File: config.mk
export PLATFORM = sky130hd
export DESIGN_NAME = fetch_stage
export DESIGN_NICKNAME = d
export VERILOG_FILES = /design/src/rtl/tinyrisc_pkg.sv /design/src/rtl/fetch_skid_buf.sv /design/src/rtl/fetch_stage.sv
export SDC_FILE = /design/constraint.sdc
export NUM_CORES = 1
export LEC_CHECK = 0
export ABC_AREA = 1
export CAP_MARGIN = 30
export CELL_PAD_IN_SITES_DETAIL_PLACEMENT = 0
export CELL_PAD_IN_SITES_GLOBAL_PLACEMENT = 1
export CORE_MARGIN = 2
export CORE_UTILIZATION = 26
export DETAILED_ROUTE_END_ITERATION = 10
export PLACE_DENSITY_LB_ADDON = 0.2
export SLEW_MARGIN = 0
export SYNTH_ARGS = -nofsm -noshare
export SYNTH_HDL_FRONTEND = slang
export SYNTH_SLANG_ARGS = --single-unit
File: constraint.sdc
create_clock -name clk -period 3.1 [get_ports clk]
set_input_delay 0.465 -clock clk [delete_from_list [all_inputs] [get_ports clk]]
set_output_delay 0.465 -clock clk [all_outputs]
set_load 0.01 [all_outputs]
File: src/rtl/tinyrisc_pkg.sv
// tinyRISC shared definitions: opcodes, nop encoding, PC width,
// fetch FSM states and the fetch->decode bundle.
package tinyrisc_pkg;

    localparam int unsigned PC_W = 16;

    localparam logic [4:0] OP_LD  = 5'b00000;
    localparam logic [4:0] OP_ST  = 5'b00001;
    localparam logic [4:0] OP_JMP = 5'b01000;
    localparam logic [4:0] OP_BEQ = 5'b01001;
    localparam logic [4:0] OP_BNE = 5'b01010;
    localparam logic [4:0] OP_BLT = 5'b01011;
    localparam logic [4:0] OP_NOP = 5'b01101;

    localparam logic [31:0] NOP_INSTR = {OP_NOP, 27'd0};

    typedef enum logic [1:0] {
        S_START = 2'd0,
        S_ISSUE = 2'd1,
        S_WAIT  = 2'd2,
        S_DROP  = 2'd3
    } fetch_state_e;

    typedef struct packed {
        logic [31:0]     instr;
        logic [PC_W-1:0] pc;
    } if_id_t;

endpackage

File: src/rtl/fetch_skid_buf.sv
// One-entry instruction+pc holding register for decode back-pressure.
// Ports: load/unload/flush controls, d in, valid/q out.
module fetch_skid_buf
    import tinyrisc_pkg::*;
(
    input  logic   clk,
    input  logic   rst_n,
    input  logic   load,
    input  logic   unload,
    input  logic   flush,
    input  if_id_t d,
    output logic   valid,
    output if_id_t q
);

    logic   valid_q, valid_d;
    if_id_t data_q, data_d;

    // Load wins over unload so a same-cycle refill keeps the entry live.
    always_comb begin
        valid_d = valid_q;
        data_d  = data_q;
        if (flush) begin
            valid_d = 1'b0;
        end else if (load) begin
            valid_d = 1'b1;
            data_d  = d;
        end else if (unload) begin
            valid_d = 1'b0;
        end
    end

    always_ff @(posedge clk or negedge rst_n) begin
        if (!rst_n) begin
            valid_q <= 1'b0;
            data_q  <= '0;
        end else begin
            valid_q <= valid_d;
            data_q  <= data_d;
        end
    end

    assign valid = valid_q;
    assign q     = data_q;

endmodule

File: src/rtl/fetch_stage.sv
// tinyRISC instruction fetch: owns the PC, reads imem over req/gnt/rvalid,
// feeds decode via if_* with a one-entry skid; redirects squash everything.
module fetch_stage
    import tinyrisc_pkg::*;
#(
    parameter logic [PC_W-1:0] RESET_PC = '0
) (
    input  logic            clk,
    input  logic            rst_n,
    output logic            imem_req,
    output logic [PC_W-1:0] imem_addr,
    input  logic            imem_gnt,
    input  logic            imem_rvalid,
    input  logic [31:0]     imem_rdata,
    input  logic            id_stall,
    input  logic            redirect_valid,
    input  logic [PC_W-1:0] redirect_pc,
    output logic            if_valid,
    output logic [31:0]     if_instr,
    output logic [PC_W-1:0] if_pc
);

    fetch_state_e    state_q, state_d;
    logic [PC_W-1:0] pc_q, pc_d;
    logic [PC_W-1:0] gpc_q, gpc_d;
    logic            out_valid_q, out_valid_d;
    if_id_t          out_q, out_d;

    logic   skid_valid, skid_load, skid_unload;
    if_id_t skid_q, resp_word;
    logic   grant, consume, resp;

    assign imem_req  = (state_q == S_ISSUE) & ~skid_valid;
    assign imem_addr = pc_q;
    assign grant     = imem_req & imem_gnt;
    assign consume   = out_valid_q & ~id_stall;
    // A response only counts when it answers a live (not squashed) request.
    assign resp      = imem_rvalid & (state_q == S_WAIT) & ~redirect_valid;
    assign resp_word = '{instr: imem_rdata, pc: gpc_q};
    assign gpc_d     = grant ? pc_q : gpc_q;

    always_comb begin
        state_d = state_q;
        pc_d    = pc_q;
        case (state_q)
            S_START: state_d = S_ISSUE;
            S_ISSUE: begin
                if (grant) begin
                    pc_d    = pc_q + PC_W'(1);
                    state_d = redirect_valid ? S_DROP : S_WAIT;
                end
            end
            S_WAIT: begin
                if (imem_rvalid)         state_d = S_ISSUE;
                else if (redirect_valid) state_d = S_DROP;
            end
            S_DROP: begin
                if (imem_rvalid) state_d = S_ISSUE;
            end
            default: state_d = S_START;
        endcase
        if (redirect_valid) pc_d = redirect_pc;
    end

    always_comb begin
        out_valid_d = out_valid_q;
        out_d       = out_q;
        skid_load   = 1'b0;
        skid_unload = 1'b0;
        if (redirect_valid) begin
            out_valid_d = 1'b0;
            out_d.instr = NOP_INSTR;
        end else if (consume && skid_valid) begin
            out_valid_d = 1'b1;
            out_d       = skid_q;
            skid_unload = 1'b1;
            skid_load   = resp;
        end else if (!out_valid_q || consume) begin
            if (resp) begin
                out_valid_d = 1'b1;
                out_d       = resp_word;
            end else if (consume) begin
                out_valid_d = 1'b0;
                out_d.instr = NOP_INSTR;
            end
        end else if (resp) begin
            skid_load = 1'b1;
        end
    end

    always_ff @(posedge clk or negedge rst_n) begin
        if (!rst_n) begin
            state_q     <= S_START;
            pc_q        <= RESET_PC;
            gpc_q       <= '0;
            out_valid_q <= 1'b0;
            out_q       <= '{instr: NOP_INSTR, pc: '0};
        end else begin
            state_q     <= state_d;
            pc_q        <= pc_d;
            gpc_q       <= gpc_d;
            out_valid_q <= out_valid_d;
            out_q       <= out_d;
        end
    end

    fetch_skid_buf u_skid (
        .clk    (clk),
        .rst_n  (rst_n),
        .load   (skid_load),
        .unload (skid_unload),
        .flush  (redirect_valid),
        .d      (resp_word),
        .valid  (skid_valid),
        .q      (skid_q)
    );

    assign if_valid = out_valid_q;
    assign if_instr = out_q.instr;
    assign if_pc    = out_q.pc;

endmodule

=== After elaboration in Yosys (flattened, before gate mapping) ===
Cells that the tools add are included.

* Add/subtract/negate cells: 1
* Bitwise logic cells: 8
* Multiplexer cells: 29
* Equality and inequality tests: 6
* Reductions and logical operators: 16

{| class="wikitable"
|+ Operator list
! kind !! count
|-
| 32-bit two-way mux || 3
|-
| 48-bit two-way mux || 2
|-
| 16-bit two-way mux || 4
|-
| 16-bit by 1-bit adder with 16-bit output, second input constant || 1
|-
| 1-bit two-way mux || 15
|-
| 2-bit two-way mux || 4
|-
| 2-bit one-hot mux with 4 select lines || 1
|-
| 2-bit nonzero test || 4
|-
| 2-bit AND reduction || 3
|-
| 3-bit AND reduction || 2
|-
| 3-bit nonzero test || 2
|-
| 1-bit AND || 5
|-
| 2-bit == test, second input constant || 2
|-
| 2-bit inequality test, second input constant || 2
|-
| 4-bit nonzero test || 1
|-
| 3-bit inequality test, second input constant || 1
|-
| 1-bit inverter || 3
|-
| 2-bit by 1-bit == test with 1-bit output, second input constant || 1
|-
| 2-bit logical NOT || 1
|-
| 1-bit logical AND || 1
|-
| 1-bit logical NOT || 1
|-
| 1-bit logical OR || 1
|}

* Word-level logic and storage cells: 69
* Input bits: 54
* Output and inout bits: 66
* Bits in registers: 132

=== Depth between registers and ports, before layout ===
* Word-level depth: 9
* Mapped depth: 9

=== By module ===
A second synthesis with hierarchy kept.

* Cell total of the unflattened synthesis: 845
* Area total of the unflattened synthesis: 6394.9 µm²

{| class="wikitable"
|+ Modules (own cells, without submodules)
! module !! seq. area each (µm²) !! cells each !! times used !! area an instance (µm²)
|-
| fetch_stage || 2080.7 || 632 || 1 || 4474.3
|-
| fetch_skid_buf || 1226.2 || 213 || 1 || 1920.6
|}

=== Worst setup path after synthesis ===
No wires, ideal clock.

* Path type: reg2reg
* Start point: register state_q[0]
* End point: register u_skid.data_q, in the netlist u_skid.q[11]
* Arrival: 1422 ps
* Path slack: 1561 ps
* Buffers on the path: 2
* Stages on the path, launching flop included: 10
* Setup time: 117 ps
* Clock period less this slack: 1539 ps
* Cell sequence: dfrtp_1 > inv_1 > ha_1 > nand3_4 > nor2_8 > inv_4 > buf_6 > buf_6 > nand2_2 > o21ai_2

* Word-level cells in the longest chain between the ends: 8

{| class="wikitable"
|+ RTL lines
! element !! line !! text
|-
| from (decl) || fetch_stage.sv:23 || <nowiki>fetch_state_e state_q, state_d;</nowiki>
|-
| from (signal assigned) || fetch_stage.sv:99 || <nowiki>state_q <= state_d;</nowiki>
|-
| 2-bit == test (*) || fetch_stage.sv:38 || <nowiki>assign resp = imem_rvalid & (state_q == S_WAIT) & ~redirect_valid;</nowiki>
|-
| 1-bit AND (*) (2 in series) || fetch_stage.sv:38 ||
|-
| 1-bit two-way mux || fetch_stage.sv:86 || <nowiki>end else if (resp) begin</nowiki>
|-
| 1-bit two-way mux || fetch_stage.sv:78 || <nowiki>end else if (!out_valid_q || consume) begin</nowiki>
|-
| 1-bit two-way mux (*) || fetch_stage.sv:73 || <nowiki>end else if (consume && skid_valid) begin</nowiki>
|-
| 1-bit two-way mux (*) || fetch_stage.sv:70 || <nowiki>if (redirect_valid) begin</nowiki>
|-
| 2-bit AND reduction (no line) (*) || - ||
|-
| to (signal assigned) || fetch_skid_buf.sv:39 || <nowiki>data_q <= data_d;</nowiki>
|-
| to (decl) || fetch_skid_buf.sv:17 || <nowiki>if_id_t data_q, data_d;</nowiki>
|}

Mark *: on every way between the ends. The rest lies on a longest branch, timed or not.
A chain may end at the register's enable or synchronous reset.

=== Worst setup path in the final report ===
* Start point: register state_q[1]
* End point: output imem_req

* Word-level cells in the longest chain between the ends: 2

{| class="wikitable"
|+ RTL lines
! element !! line !! text
|-
| 2-bit by 1-bit == test with 1-bit output || fetch_stage.sv:33 || <nowiki>assign imem_req = (state_q == S_ISSUE) & ~skid_valid;</nowiki>
|-
| 1-bit AND || fetch_stage.sv:33 ||
|-
| to (decl) || fetch_stage.sv:10 || <nowiki>output logic imem_req,</nowiki>
|}

No other way between the ends.

==> reports/qor.txt <==
=====================================================================================
Drt first pass iters                                                                5
Pin count of the biggest net entering global routing                               58
FMAX                                                                          439 MHz
Number of setup buffers added after CTS                                             0
Final critical-path share of the clock period                                   73.5%
Number of instances in the synthesized netlist                                    736
Detailed placement HPWL                                                      11800 um
Post-detailed-route wirelength per cell                                       14.5 um
Count of routing violations after the opening detailed-route iteration            226
Number of antenna cells inserted                                                    0
DIE AREA                                                                    24900 um2
Count of vias placed by the detailed router                                      5086
Cell with the most instances on the worst path                           sky130_fd_sc_hd__inv_1
Clock-pin slew of the registers on the worst-case setup and hold paths        0.06 ns
CTS tree                                                                        built
Mapped cell area                                                             6150 um2
Static leakage power                                                          3.93 nW
Total global routing overflow                                                       0
Average size of a mapped cell                                                8.35 um2
I/O pin count                                                                     120
Post-Synthesis Net Count                                                          794
Fin. max-slew vios                                                                  0
Fraction of final layout cells with drive strength greater than 1               8.91%
Count of buffers from port buffering                                              119
Maximum fanout along the worst path                                                 4
CTS H-tree lvls                                                                     4
Capturing element type of the critical path                              primary output
RSZ-0062 raised after global routing                                               no
Vias per Instance                                                                4.30
Largest stage delay on the critical path                                      0.55 ns
Final setup viols                                                                   0
Final critical-path required period                                           2.28 ns
Synthesized flop and latch total                                                  132
Warnings, synthesis                                                                 0
Horizontal extent of the die                                                   158 um
Yosys cell types                                                                   31
Most common cell after layout, fill and taps aside                       sky130_fd_sc_hd__nand2_1
Area added between synthesis and finish                                         35.2%
Antenna-violating nets left                                                         0
Floorplan die height                                                           158 um
Global-route wire length before repair                                       27800 um
Number of antenna violations at the first check in global routing                   0
Kind of cell adding the most delay to the critical path                  buffers and inverters
# Max-Cap Violations                                                                0
Setup clock skew after layout                                               0.0103 ns
Startpoint class of the critical path                                            flop
Setup Total Neg Slack                                                            0 ns
Number of buffers inserted during clock tree synthesis                             17
Cts hold-fix bufs                                                                   0
Sequential area share after synthesis                                           53.8%
Root buffer cell                                                         sky130_fd_sc_hd__clkbuf_16
Total power per unit cell area                                             650 nW/um2
Number of hold violations in the final report                                       0
Min-Delay Path Class                                                         in2async
Maximum count of clock buffers along a single path                                  2
Cell row count                                                                     56
IR Drop Worst-Case VDD                                                       0.306 mV
Area of the placeable core                                                  23300 um2
CTS sink cnt                                                                      132
Residual DRC count                                                                  0
Resized cells post-CTS                                                              0
Cell area after placement                                                    7680 um2
Critical path required time                                                   2.63 ns
Worst Hold Margin                                                          0.00256 ns
Arrival time at the worst endpoint                                            1.81 ns
Overall routed net length                                                    17200 um
Number of buffer and inverter instances along the worst setup path                  3
Nets@finish                                                                       909
Worst max-slew margin expressed relative to the limit                           62.2%
Worst-Skew Late Latency                                                       0.42 ns
Crit path from                                                             state_q[1]
Crit Path Class                                                               reg2out
Slew at the pin closest to its max-slew limit                                0.567 ns
Slowest stage cell on the critical path                                  sky130_fd_sc_hd__clkdlybuf4s50_1
Run status                                                                  completed
Crit-path cells                                                          inv_1, ha_1, inv_1, nor2_1, clkdlybuf4s50_1
Initial Utilization                                                             26.4%
Routability congestion estimate                                                 0.752
Vias in the first global route                                                   5023
Cell area after layout                                                       8310 um2
Startpoint of the lowest-slack register-to-register path                   state_q[0]
Highest-count cells in the layout ignoring fill and taps                 sky130_fd_sc_hd__nand2_1 (208), sky130_fd_sc_hd__o21ai_0 (144), sky130_fd_sc_hd__dfrtp_1 (129)
Total Routing Usage GR                                                          14.5%
=====================================================================================
[metrics by stage]
stage          cells  power [mW]  setup WS, ns  util (%)
2_1_floorplan    736        2.73          1.56         -
3_3_place_gp    1151        3.31         0.710      32.9
3_5_place_dp    1151        3.31         0.696      32.9
4_1_cts         1183        5.51         0.764      35.6
5_1_grt         1183        5.74         0.656      35.6
6_report        1183        5.40         0.822      35.6
[worst register-to-register path, cell delays in order, from the launching register on]
cell and delay [ns]:
sky130_fd_sc_hd__dfrtp_1 0.40, sky130_fd_sc_hd__inv_1 0.09, sky130_fd_sc_hd__ha_1 0.26, sky130_fd_sc_hd__nand3_4 0.23, sky130_fd_sc_hd__nor2_8 0.27, sky130_fd_sc_hd__inv_4 0.14
sky130_fd_sc_hd__buf_4 0.27, sky130_fd_sc_hd__nand2_1 0.11, sky130_fd_sc_hd__o21ai_0 0.07
[report_power, final]
part / internal (mW) / leakage [nW] / switching [mW]
clock network: 1.35 / 0.302 / 0.804
registers: 1.94 / 1.75 / 0.172
logic: 0.487 / 1.87 / 0.642
[synthesized netlist by cell type (all sizes together)]
library cell / n / area [um2]
clkbuf: 14 / 53.8
nand4: 3 / 18.8
o21a: 1 / 7.51
dfstp: 3 / 78.8
buf: 24 / 156
or2: 1 / 6.26
nand3: 26 / 153
o31ai: 1 / 7.51
o211ai: 19 / 143
xor2: 2 / 17.5
nand2: 212 / 806
a21oi: 6 / 30.0
o21bai: 3 / 22.5
nor2: 26 / 114
a31oi: 3 / 18.8
ha: 4 / 50.1
dfrtp: 129 / 3230
inv: 90 / 343
o21ai: 169 / 895
[final timing paths]
check | endpoint | slack (ns) | depth (start not counted)
max | imem_req | 0.82 | 5
min | if_instr[4] | 0.003 | 1
max reg2reg | u_skid.q[7] | 1.13 | 8
min reg2reg | u_skid.q[45] | 0.47 | 2
max in group asynchronous | if_pc[12] | 2.38 | 2
min in group clk | u_skid.q[45] | 0.47 | 2
[kinds of logic (layout without fill, tap and decap cells)]
group	Yosys count	count (layout)	share of synthesized area, %
AND/OR/NAND/NOR	268	268	17.8
adder cells (fa/ha/maj)	4	4	0.814
buffers and inverters	128	256	8.99
flip-flops	132	132	53.8
XOR/XNOR	2	2	0.285
AO/OA/AOI/OAI	202	202	18.3
[state kept, by name, summed over array words and instances (netlist names)]
| signal | count |
|---|---|
| gpc_q | 16 |
| if_instr | 32 |
| if_pc | 16 |
| if_valid | 1 |
| imem_addr | 16 |
| state_q | 2 |
| u_skid.q | 48 |
| u_skid.valid | 1 |
[final cells by class]
class	count	area (um2)
Fill cell	2453	15000
Sequential cell	132	3310
Multi-Input combinational cell	476	2290
Timing Repair Buffer	134	1340
Clock buffer	21	480
Tap cell	319	399
Inverter	90	343
Clock inverter	11	149
[per-layer routing]
layer	wire length, um	GRT usage, %
met1	8060	18.9
met2	8280	24.0
met3	716	3.61
met4	143	3.64
met5	0	0
Power figures use the tool's default switching activity.
